--- src/rtl/iomem_uart_bridge.sv ---
// iomem_uart_bridge: byte-stream command parser driving a single-word iomem
// bus initiator, with a byte-stream response path.
//
// Commands: 'W' (0x57) + 4 address bytes + 4 data bytes, answered by 0x06.
//           'R' (0x52) + 4 address bytes, answered by 4 read-data bytes.
// Multi-byte fields are big-endian; unknown opcodes are silently dropped.
//
// Optional build macro IOMEM_TIMEOUT_EN: abort a bus cycle after
// TIMEOUT_CYCLES cycles without iomem_ready and answer 0x15 (NAK).
//
// Handshake semantics (all three interfaces): a transfer happens on a rising
// edge where valid && ready are both high; a source never withdraws valid or
// changes its payload until that edge, and ready may depend on state only.
module iomem_uart_bridge #(
  parameter int unsigned TIMEOUT_CYCLES = 255
) (
  input  logic        clk,
  input  logic        resetn,
  input  logic        in_valid,
  input  logic [7:0]  in_data,
  output logic        in_ready,
  output logic        out_valid,
  output logic [7:0]  out_data,
  input  logic        out_ready,
  output logic        iomem_valid,
  input  logic        iomem_ready,
  output logic [3:0]  iomem_wstrb,
  output logic [31:0] iomem_addr,
  output logic [31:0] iomem_wdata,
  input  logic [31:0] iomem_rdata,
  output logic        busy,
  output logic [2:0]  o_dbg_state
);

  typedef enum logic [2:0] {
    S_IDLE = 3'd0,
    S_ADDR = 3'd1,
    S_DATA = 3'd2,
    S_BUS  = 3'd3,
    S_RESP = 3'd4
  } state_t;

  localparam logic [7:0]  OP_WRITE = 8'h57;
  localparam logic [7:0]  OP_READ  = 8'h52;
  localparam logic [7:0]  RSP_ACK  = 8'h06;
  localparam logic [7:0]  RSP_NAK  = 8'h15;
  localparam logic [15:0] TMO_LAST = 16'(TIMEOUT_CYCLES - 1);

  state_t      r_state;
  state_t      w_state_next;
  logic [1:0]  r_cnt;
  logic        r_write;
  logic        r_nak;
  logic [31:0] r_addr;
  logic [31:0] r_wdata;
  logic [23:0] r_rdata;
  logic        r_iomem_valid;
  logic [3:0]  r_iomem_wstrb;
  logic        r_out_valid;
  logic [7:0]  r_out_data;
  logic        r_busy;

  logic        w_in_fire;
  logic        w_is_op;
  logic        w_bus_done;
  logic        w_out_fire;
  logic        w_resp_last;
  logic        w_timeout;
  logic [7:0]  w_next_byte;

  assign in_ready    = (r_state == S_IDLE) || (r_state == S_ADDR) || (r_state == S_DATA);
  assign out_valid   = r_out_valid;
  assign out_data    = r_out_data;
  assign iomem_valid = r_iomem_valid;
  assign iomem_wstrb = r_iomem_wstrb;
  assign iomem_addr  = r_addr;
  assign iomem_wdata = r_wdata;
  assign busy        = r_busy;
  assign o_dbg_state = r_state;

  assign w_in_fire   = in_valid && in_ready;
  assign w_is_op     = (in_data == OP_WRITE) || (in_data == OP_READ);
  // A ready pulse only counts while a request is actually outstanding.
  assign w_bus_done  = (r_state == S_BUS) && r_iomem_valid && iomem_ready;
  assign w_out_fire  = r_out_valid && out_ready;
  assign w_resp_last = r_nak || r_write || (r_cnt == 2'd3);

`ifdef IOMEM_TIMEOUT_EN
  logic [15:0] r_tmo_cnt;

  // Cycle counter for the current bus request; zero whenever outside BUS.
  always_ff @(posedge clk or negedge resetn) begin
    if (!resetn)               r_tmo_cnt <= '0;
    else if (r_state != S_BUS) r_tmo_cnt <= '0;
    else                       r_tmo_cnt <= r_tmo_cnt + 16'd1;
  end

  // Ready in the terminal cycle takes precedence over the abort.
  assign w_timeout = (r_state == S_BUS) && r_iomem_valid && !iomem_ready &&
                     (r_tmo_cnt == TMO_LAST);
`else
  logic w_unused_tmo;
  assign w_unused_tmo = ^TMO_LAST;
  assign w_timeout    = 1'b0;
`endif

  // Read-data byte that follows the one currently on out_data.
  always_comb begin
    w_next_byte = r_rdata[7:0];
    case (r_cnt)
      2'd0:    w_next_byte = r_rdata[23:16];
      2'd1:    w_next_byte = r_rdata[15:8];
      default: w_next_byte = r_rdata[7:0];
    endcase
  end

  // State register.
  always_ff @(posedge clk or negedge resetn) begin
    if (!resetn) r_state <= S_IDLE;
    else         r_state <= w_state_next;
  end

  // Next-state decode.
  always_comb begin
    w_state_next = r_state;
    case (r_state)
      S_IDLE: if (w_in_fire && w_is_op) w_state_next = S_ADDR;
      S_ADDR: if (w_in_fire && (r_cnt == 2'd3)) w_state_next = r_write ? S_DATA : S_BUS;
      S_DATA: if (w_in_fire && (r_cnt == 2'd3)) w_state_next = S_BUS;
      S_BUS:  if (w_bus_done || w_timeout) w_state_next = S_RESP;
      S_RESP: if (w_out_fire && w_resp_last) w_state_next = S_IDLE;
      default: w_state_next = S_IDLE;
    endcase
  end

  // busy is registered from the next state so it tracks r_state exactly.
  always_ff @(posedge clk or negedge resetn) begin
    if (!resetn) r_busy <= 1'b0;
    else         r_busy <= (w_state_next != S_IDLE);
  end

  // Datapath: command shifting, bus request, response byte sequencing.
  always_ff @(posedge clk or negedge resetn) begin
    if (!resetn) begin
      r_cnt         <= '0;
      r_write       <= 1'b0;
      r_nak         <= 1'b0;
      r_addr        <= '0;
      r_wdata       <= '0;
      r_rdata       <= '0;
      r_iomem_valid <= 1'b0;
      r_iomem_wstrb <= '0;
      r_out_valid   <= 1'b0;
      r_out_data    <= '0;
    end else begin
      case (r_state)
        S_IDLE: begin
          if (w_in_fire && w_is_op) begin
            r_write <= (in_data == OP_WRITE);
            r_cnt   <= '0;
          end
        end
        S_ADDR: begin
          if (w_in_fire) begin
            r_addr <= {r_addr[23:0], in_data};
            r_cnt  <= r_cnt + 2'd1;
            if ((r_cnt == 2'd3) && !r_write) begin
              r_iomem_valid <= 1'b1;
              r_iomem_wstrb <= 4'b0000;
            end
          end
        end
        S_DATA: begin
          if (w_in_fire) begin
            r_wdata <= {r_wdata[23:0], in_data};
            r_cnt   <= r_cnt + 2'd1;
            if (r_cnt == 2'd3) begin
              r_iomem_valid <= 1'b1;
              r_iomem_wstrb <= 4'b1111;
            end
          end
        end
        S_BUS: begin
          if (w_bus_done) begin
            r_iomem_valid <= 1'b0;
            r_iomem_wstrb <= 4'b0000;
            r_rdata       <= iomem_rdata[23:0];
            r_nak         <= 1'b0;
            r_cnt         <= '0;
            r_out_valid   <= 1'b1;
            r_out_data    <= r_write ? RSP_ACK : iomem_rdata[31:24];
          end else if (w_timeout) begin
            r_iomem_valid <= 1'b0;
            r_iomem_wstrb <= 4'b0000;
            r_nak         <= 1'b1;
            r_cnt         <= '0;
            r_out_valid   <= 1'b1;
            r_out_data    <= RSP_NAK;
          end
        end
        S_RESP: begin
          if (w_out_fire) begin
            if (w_resp_last) begin
              r_out_valid <= 1'b0;
            end else begin
              r_cnt      <= r_cnt + 2'd1;
              r_out_data <= w_next_byte;
            end
          end
        end
        default: ;
      endcase
    end
  end

endmodule

--- config.mk ---
export PLATFORM = sky130hd
export DESIGN_NAME = iomem_uart_bridge
export DESIGN_NICKNAME = d
export VERILOG_FILES = /design/src/rtl/iomem_uart_bridge.sv
export SDC_FILE = /design/constraint.sdc
export NUM_CORES = 1
export LEC_CHECK = 0
export BUFFER_PORTS_ARGS = -buffer_cell sky130_fd_sc_hd__buf_2
export CAP_MARGIN = 20
export CORE_MARGIN = 5
export CORE_UTILIZATION = 52
export CTS_CLUSTER_SIZE = 20
export DETAILED_ROUTE_END_ITERATION = 10
export PLACE_DENSITY = 0.84
export SYNTH_ARGS = -nofsm -noshare
export SYNTH_HDL_FRONTEND = slang
export SYNTH_SLANG_ARGS = --single-unit
--- constraint.sdc ---
create_clock -name clk -period 2.25 [get_ports clk]
set_input_delay 0.1125 -clock clk [delete_from_list [all_inputs] [get_ports clk]]
set_output_delay 0.1125 -clock clk [all_outputs]
set_load 0.01 [all_outputs]
==> results of run 1 <==
==> cells in the final DEF (no fill, tap or decap), drive strengths merged <==
cell / n
mux2i: 2
clkbuf: 9
a211oi: 2
a31o: 1
mux2: 96
nand4: 1
dfrtp: 106
a21oi: 14
and2b: 1
inv: 7
a32o: 1
o21ai: 10
clkinvlp: 1
clkinv: 2
a32oi: 1
nor4: 1
xor2: 1
a21o: 1
bufinv: 1
buf: 134
or3b: 1
o211ai: 2
a221o: 1
nor4bb: 3
xnor2: 2
nor3: 3
ha: 3
nand2: 4
and3b: 1
dlygate4sd3: 26
a22o: 8
nand3: 10
nor2: 5
o31ai: 1
or3: 4
o22ai: 1
==> synth_stat cells, types with 3 or more instances <==
cell type	count	area (um2)
nand3_1	9	45.0
ha_1	3	37.5
nor4bb_1	3	30.0
a21oi_1	13	65.1
a22o_1	8	70.1
clkbuf_1	3	11.3
nand2_1	4	15.0
mux2_2	95	1070
o21ai_0	10	50.1
or3_1	4	25.0
dfrtp_1	106	2650
buf_4	4	30.0
nor2_1	5	18.8
inv_1	4	15.0
buf_2	13	65.1
==> metal layers <==
layer / vias up / routed length [um]
met3: 17 / 562
met5: - / 0
met4: 0 / 211
met1: 1566 / 4160
li1: 1428 / -
met2: 105 / 5070
==> timing repair <==
action                                 in CTS  in global routing
hold buffers                               26                  0
resized for setup                           0                  0
endpoints found under the hold margin      75                  0
==> cell type report <==
| cell class | instances | area [um2] |
|---|---|---|
| clock buffers | 9 | 124 |
| clock inverters | 7 | 85.1 |
| fillers | 601 | 2610 |
| inverters | 4 | 15.0 |
| multi-input cells | 181 | 1690 |
| flip-flops and latches | 106 | 2650 |
| well taps | 105 | 131 |
| repair buffers | 160 | 988 |
==> power by group <==
group	switching (mW)	internal [mW]
clock network	0.679	0.534
registers	0.117	2.06
logic	0.524	0.425
total	1.32	3.02
==> path summary, 6_finish.rpt <==
check                           slack [ns]                         from                          end  depth (start not counted)
min in group asynchronous             0.31                       resetn      r_rdata[13]$_DFFE_PN0P_                          2
worst min-delay path                  0.02                   in_data[7]   iomem_wdata[7]$_DFFE_PN0P_                          2
worst min register to register        0.51  iomem_wdata[30]$_DFFE_PN0P_  iomem_wdata[30]$_DFFE_PN0P_                          1
max in group asynchronous             1.26                       resetn  iomem_wdata[11]$_DFFE_PN0P_                          3
worst max register to register        0.26     o_dbg_state[1]$_DFF_PN0_      out_data[1]$_DFFE_PN0P_                          4
worst max-delay path                  0.26     o_dbg_state[1]$_DFF_PN0_      out_data[1]$_DFFE_PN0P_                          4
==> through the flow <==
step                      utilization  cells  instance area (um2)  worst slack [ns]  hold slack (ns)
final                           0.686    572                 5690             0.259           0.0189
after floorplan                     -    311                 4450             0.522           -0.183
after global routing            0.686    572                 5690             0.161          0.00234
after detailed placement        0.629    530                 5220             0.295            0.184
after global placement          0.629    530                 5220             0.399            0.175
after CTS                       0.686    572                 5690             0.274          0.00151
==> sequential cells by signal, indices dropped and copies added, names as in the netlist <==
| name | cells |
|---|---|
| r_write | 1 |
| r_rdata | 24 |
| r_cnt | 2 |
| iomem_wdata | 32 |
| iomem_wstrb | 1 |
| out_data | 8 |
| iomem_valid | 1 |
| o_dbg_state | 3 |
| busy | 1 |
| iomem_addr | 32 |
| out_valid | 1 |
==> cells by family after synthesis <==
kind of cell | Yosys count | share of synthesized area
flip-flops | 106 | 0.596
multiplexers | 98 | 0.247
AO/OA/AOI/OAI | 43 | 0.0652
AND/OR/NAND/NOR | 34 | 0.0500
buffers and inverters | 24 | 0.0273
XOR/XNOR | 3 | 0.00590
adder cells (fa/ha/maj) | 3 | 0.00843
==> impl_metrics.csv, run 1 <==
group,metric,value,unit
route,via_per_inst,5.45,
grt,grt_pass1_wl,15700,um
yosys,avgSynthCellArea,14.3,um2
power,p_leak,3.06,nW
clocking,clkTransAtPathRegs,0.11,ns
clocking,cts.sinks,106,
critical_path,cp-start-kind,"register",
grt,track_usage,0.193,
route,firstDrtPassIters,4,
sta,rsz0062_at_grt,"no",
power,finalPower,4.34,mW
route,num_vias,3116,
route,ant_nets,0,
run,maxCapViolCount,0,
clocking,clk-insertion-delay-late,0.37,ns
clocking,cts_buffers,9,
route,drc,0,
critical_path,required,2.50,ns
final_layout,num_antenna_cells,0,
yosys,syn_inst,311,
critical_path,cp_max_fo,18,
yosys,ys_async_sr_fraction,1.00,
floorplan,die_w,103,um
clocking,clockBufferDepth,2,
sta,hold_viol_final,0,
clocking,cts_tree,"done",
placement,portBuffers,127,
yosys,synth_seq_area_share,0.596,
yosys,synth_edf_count,0,
sta,slew_headroom,0.572,
placement,gp_congestion,0.847,
floorplan,fp.coreArea,8300,um2
floorplan,start_util,0.536,
yosys,ys_ff_latch,106,
grt,antenna_found_initial,0,
route,wirelength,10000,um
grt,grt_pass1_vias,3114,
sta,fin_crit_sh,0.885,
grt,met1_usage,0.260,
sta,drv_slew,0,
grt,met2_usage,0.313,
worst_hold_path,hp-class,"input port to register",
floorplan,rows,33,
sta,fin_skew,0.0144,ns
grt,busiest_layer,"met2",
yosys,yosysWarningCount,0,
power,ir_drop,0.340,mV
yosys,ys.flop_type,"dfrtp_1",
sta,setup_viol,0,
critical_path,critPathBufInv,0,
floorplan,die-area,10500,um2
grt,grt_start_max_net_pins,52,
yosys,synth_nets,359,
clocking,root_buffer,"clkbuf_8",
sta,worstMarginPinSlew,0.643,ns
sta,min_period,1.99,ns
clocking,htree_levels,3,
final_layout,fin_nets,510,
critical_path,max_stage_delay,0.66,ns
grt,overflow,0,
floorplan,io_pins,128,
grt,grtUsageMet3,0.0359,
critical_path,critical-path-top-delay-family,"simple AND/OR/NAND/NOR gates",
critical_path,slowest_stage,"or3b_1",
route,wl_per_cell,17.5,um
sta,tns,0,ns
yosys,ys_types,37,
critical_path,cp-end-kind,"register",
run_status,status,"complete, no violations",
placement,dp_hpwl,7140,um
critical_path,cp_data_arrival_time,2.24,ns
critical_path,crit_path_cell_trace,"or3b_1 -> a211oi_1 -> a21oi_1 -> mux2_2",
floorplan,dieHeight,103,um
sta,fmax,502,MHz
power,powerDensity,763,nW/um2
yosys,syn-cell-area,4450,um2
final_layout,drive_above_1_share,0.537,
final_layout,area_growth,27.8,%
route,drt-initial-drc-count,119,
clocking,post_cts_buffers,0,
critical_path,critPathKind,"register to register",
Note: power is estimated with default switching activity, not from simulation.
==> run 2, diff against run 1 <==
--- a/config.mk
+++ b/config.mk
@@ -12,6 +12,7 @@
 export CTS_CLUSTER_SIZE = 20
 export DETAILED_ROUTE_END_ITERATION = 10
 export PLACE_DENSITY = 0.84
+export RECOVER_POWER = 25
 export SYNTH_ARGS = -nofsm -noshare
 export SYNTH_HDL_FRONTEND = slang
 export SYNTH_SLANG_ARGS = --single-unit
==> run 2 against run 1 <==
Effect of this change:
- worst hold slack worse by 0.0038 ns
- maximum frequency hardly changed
- final cell count stayed put
- sequential power hardly changed
- count of clock-buffer cells in the layout stayed put
- setup slack worse by 0.00085 ns
- final area is 0.57% lower
- power is 0.41% lower
- core utilization is 0.39 points lower
- global-route usage stayed put
- non-clock buffer count stayed put
- critical path type unchanged
- largest power group unchanged
==> impl_metrics.csv, run 2 (synthesis gave the netlist of run 1 again) <==
group,metric,value,unit
run_status,status,"complete, no violations",
sta,hold_viol_final,0,
power,p_sw,1.32,mW
power,p_clk_frac,0.281,
route,drc,0,
sta,fin_skew,0.0157,ns
grt,grt_start_max_net_pins,52,
route,num_vias,3088,
power,power_frac_comb,0.214,
critical_path,cp-start-kind,"register",
sta,fmax,502,MHz
sta,drv_slew,0,
floorplan,rows,33,
floorplan,io_pins,128,
final_layout,postLayoutCoreUtil,0.682,
power,ir_drop,0.340,mV
final_layout,final_common_cell,"dfrtp_1",
clocking,post_cts_buffers,0,
floorplan,start_util,0.536,
route,wirelength,10000,um
power,swShare,0.306,
route,via_per_inst,5.40,
route,wl_per_cell,17.6,um
clocking,clk-insertion-delay-late,0.37,ns
route,firstDrtPassIters,4,
power,p_leak,2.97,nW
clocking,root_buffer,"clkbuf_8",
clocking,cts_buffers,9,
worst_hold_path,hp-class,"input port to register",
sta,fin_crit_sh,0.885,
critical_path,cp_max_fo,18,
grt,overflow,0,
power,p_seq_frac,0.505,
placement,dp_hpwl,7140,um
sta,rsz0062_at_grt,"no",
clocking,clkTransAtPathRegs,0.12,ns
clocking,cts.sinks,106,
power,finalPower,4.32,mW
final_layout,final_cell_mix,"dfrtp_1, buf_2, mux2_2",
power,powerDensity,764,nW/um2
sta,slew_headroom,0.161,
final_layout,fin_nets,510,
final_layout,drive_above_1_share,0.486,
sta,tns,0,ns
clocking,cts_tree,"done",
grt,antenna_found_initial,0,
floorplan,die-area,10500,um2
grt,grt_pass1_vias,3114,
grt,track_usage,0.193,
clocking,htree_levels,3,
floorplan,dieHeight,103,um
sta,min_period,1.99,ns
grt,grt_pass1_wl,15700,um
placement,gp_congestion,0.847,
sta,setup_viol,0,
critical_path,cp-end-kind,"register",
critical_path,critPathKind,"register to register",
route,drt-initial-drc-count,113,
placement,portBuffers,127,
sta,whs,0.0151,ns
final_layout,area_growth,27.1,%
floorplan,fp.coreArea,8300,um2
run,maxCapViolCount,0,
critical_path,cp_data_arrival_time,2.24,ns
sta,worstMarginPinSlew,1.26,ns
floorplan,die_w,103,um
critical_path,required,2.50,ns
clocking,clockBufferDepth,2,
final_layout,num_antenna_cells,0,
route,ant_nets,0,
power,intPower,3.00,mW
run 2: cell types whose count changed in the layout (fill, tap and decap cells not counted), sizes merged:
| cell | previous run | this run |
|---|---|---|
| buf | 134 | 109 |
| clkbuf | 9 | 34 |
run 2: routing by layer:
metal | track usage | vias up | share of wire
li1 | - | 1429 | -
met1 | 0.260 | 1556 | 0.43
met2 | 0.313 | 87 | 0.50
met3 | 0.0359 | 16 | 0.053
met4 | 0.0747 | 0 | 0.021
met5 | 0 | - | 0
run 2: final timing paths:
check                                       startpoint                          end  slack [ns]  depth (start not counted)
max                           o_dbg_state[1]$_DFF_PN0_      out_data[1]$_DFFE_PN0P_        0.26                          4
min                                         in_data[7]   iomem_wdata[7]$_DFFE_PN0P_        0.02                          2
max reg2reg                   o_dbg_state[1]$_DFF_PN0_      out_data[1]$_DFFE_PN0P_        0.26                          4
min reg2reg                iomem_wdata[30]$_DFFE_PN0P_  iomem_wdata[30]$_DFFE_PN0P_        0.52                          1
max in group asynchronous                       resetn  iomem_wdata[11]$_DFFE_PN0P_        0.80                          3
min in group asynchronous                       resetn      r_rdata[13]$_DFFE_PN0P_        0.56                          2
run 2: final cells by class:
type,instances,area (um2)
Clock buffer,9,124
Clock inverter,7,85.1
Fill cell,613,2640
Inverter,4,15.0
Multi-Input combinational cell,181,1690
Sequential cell,106,2650
Tap cell,105,131
Timing Repair Buffer,160,956
run 2: repair_timing:
item                                   4_1_cts  5_1_grt
endpoints found under the hold margin       75        0
hold buffers                                26        0
resized for setup                            0        0
run 2: worst max-delay path, stage by stage, from the launching register on:
cell and delay [ns]:
dfrtp_1 0.59, or3b_1 0.66, a211oi_1 0.25, a21oi_1 0.07
mux2_2 0.30
run 2: power by group through the flow:
stage	Combinational [mW]	Sequential, mW	Clock (mW)
floorplan	0.474	2.26	0
global placement	0.879	2.21	0
detailed placement	0.914	2.21	0
CTS	0.951	2.18	1.24
global route	1.01	2.20	1.31
finish	0.927	2.18	1.21
run 2: through the flow:
step / setup WS [ns] / instance area, um2 / instances
floorplan: 0.522 / 4450 / 311
global placement: 0.399 / 5220 / 530
detailed placement: 0.295 / 5220 / 530
CTS: 0.274 / 5690 / 572
global route: 0.161 / 5660 / 572
finish: 0.258 / 5660 / 572
==> run 3, diff against run 2 <==
--- a/config.mk
+++ b/config.mk
@@ -11,6 +11,7 @@
 export CORE_UTILIZATION = 52
 export CTS_CLUSTER_SIZE = 20
 export DETAILED_ROUTE_END_ITERATION = 10
+export HOLD_SLACK_MARGIN = 0.06
 export PLACE_DENSITY = 0.84
 export RECOVER_POWER = 25
 export SYNTH_ARGS = -nofsm -noshare
==> run 3 against run 2 <==
Effect of this change:
- non-clock buffer count grew 7
- first-iteration DRC count shrank 17%
- die area is the same
- register-to-register slack is essentially flat
- via count grew 1.4%
- final cell count grew 1.2%
- combinational power grew 1%
- flip-flop and latch count is the same
- critical endpoint unchanged
==> impl_metrics.csv, run 3 (synthesis gave the netlist of run 1 again) <==
group,metric,value,unit
run,maxCapViolCount,0,
power,swShare,0.306,
placement,pre_cts_slack,0.295,ns
route,wirelength,10200,um
worst_hold_path,hp-class,"input port to register",
final_layout,final_area,5730,um2
final_layout,num_antenna_cells,0,
grt,track_usage,0.197,
critical_path,cp_max_fo,18,
placement,dp_hpwl,7140,um
floorplan,rows,33,
clocking,cts.sinks,106,
route,firstDrtPassIters,4,
final_layout,drive_above_1_share,0.479,
floorplan,dieHeight,103,um
clocking,root_buffer,"clkbuf_8",
floorplan,die_w,103,um
sta,fmax,505,MHz
grt,grt_start_max_net_pins,52,
placement,placed_cell_area,5220,um2
floorplan,io_pins,128,
critical_path,critPathKind,"register to register",
route,num_vias,3130,
floorplan,start_util,0.536,
final_layout,seqCellArea,2650,um2
grt,grt_pass1_vias,3143,
sta,rsz0062_at_grt,"no",
sta,drv_slew,0,
sta,min_period,1.98,ns
sta,fin_skew,0.0139,ns
power,finalPower,4.33,mW
critical_path,cp_data_arrival_time,2.23,ns
clocking,clockBufferDepth,2,
clocking,cts_tree,"done",
clocking,cts_buffers,9,
power,powerDensity,756,nW/um2
run_status,status,"complete, no violations",
route,via_per_inst,5.41,
power,power_frac_comb,0.216,
grt,overflow,0,
power,p_sw,1.32,mW
final_layout,final_cell_mix,"dfrtp_1, buf_2, mux2_2",
final_layout,fin_nets,517,
route,drt-initial-drc-count,94,
critical_path,slowest_stage,"or3b_1",
sta,hold_viol_final,0,
clocking,htree_levels,3,
critical_path,required,2.50,ns
sta,fin_crit_sh,0.881,
power,ir_drop,0.341,mV
grt,antenna_found_initial,0,
grt,grt_pass1_wl,16000,um
final_layout,fillers,601,
sta,setup_viol,0,
critical_path,cp-start-kind,"register",
clocking,clk-insertion-delay-late,0.37,ns
placement,portBuffers,127,
sta,worstMarginPinSlew,1.26,ns
route,wl_per_cell,17.6,um
power,p_clk_frac,0.280,
route,ant_nets,0,
sta,slew_headroom,0.161,
critical_path,max_stage_delay,0.65,ns
clocking,post_cts_buffers,0,
power,p_seq_frac,0.504,
sta,worst_slack,0.268,ns
final_layout,multi_input_area,1690,um2
final_layout,final-instance-count-excl-fill,579,
critical_path,cp-end-kind,"register",
floorplan,die-area,10500,um2
route,drc,0,
power,p_leak,3.00,nW
clocking,clkTransAtPathRegs,0.10,ns
critical_path,crit_path_cell_trace,"or3b_1 -> a211oi_1 -> a21oi_1 -> mux2_2",
final_layout,area_growth,28.6,%
power,intPower,3.01,mW
placement,gp_congestion,0.847,
final_layout,final_common_cell,"dfrtp_1",
sta,tns,0,ns
floorplan,fp.coreArea,8300,um2
placement,post-place-cells,530,
-- run 3: worst max-delay path, delay by kind of cell (launching register included) --
family | cells | cell delay, ns
simple gates | 1 | 0.65
flops | 1 | 0.58
compound gates | 2 | 0.32
mux | 1 | 0.30
-- run 3: final cells by class --
cell class	instances	area share
multi-input combinational	181	0.296
inverter	4	0.00262
clock buffer	9	0.0216
clock inverter	7	0.0149
timing repair buffer	167	0.179
sequential	106	0.463
tap	105	0.0229
-- run 3: what timing repair did --
item                                    in CTS  in global routing
hold endpoints to repair                    87                  0
endpoints found under the setup margin       0                  0
hold buffers                                33                  0
resized for setup                            0                  0
-- run 3: final timing paths --
path / startpoint / to / slack [ns] / depth (start not counted)
setup / recovery: o_dbg_state[1]$_DFF_PN0_ / out_data[1]$_DFFE_PN0P_ / 0.27 / 4
setup reg to reg: o_dbg_state[1]$_DFF_PN0_ / out_data[1]$_DFFE_PN0P_ / 0.27 / 4
hold / removal: in_data[2] / iomem_addr[2]$_DFFE_PN0P_ / 0.1 / 2
max in group asynchronous: resetn / iomem_wdata[11]$_DFFE_PN0P_ / 0.81 / 3
hold reg to reg: iomem_wdata[30]$_DFFE_PN0P_ / iomem_wdata[30]$_DFFE_PN0P_ / 0.52 / 1
min in group asynchronous: resetn / r_rdata[13]$_DFFE_PN0P_ / 0.56 / 2
-- run 3: routing by layer --
| metal | track usage | wire (um) |
|---|---|---|
| met5 | 0 | 0 |
| met4 | 0.0716 | 195 |
| met3 | 0.0345 | 545 |
| met2 | 0.322 | 5200 |
| met1 | 0.265 | 4250 |
-- run 3: through the flow --
step	hold WS [ns]	util
4_1_cts	0.0663	0.694
5_1_grt	0.0753	0.690
2_1_floorplan	-0.183	-
6_report	0.0962	0.690
3_3_place_gp	0.175	0.629
3_5_place_dp	0.184	0.629
-- run 3: power by group through the flow --
stage | registers (mW) | clock network, mW | logic (mW)
floorplan | 2.26 | 0 | 0.474
global placement | 2.21 | 0 | 0.879
detailed placement | 2.21 | 0 | 0.914
CTS | 2.18 | 1.24 | 0.961
global route | 2.20 | 1.31 | 1.02
finish | 2.18 | 1.21 | 0.937
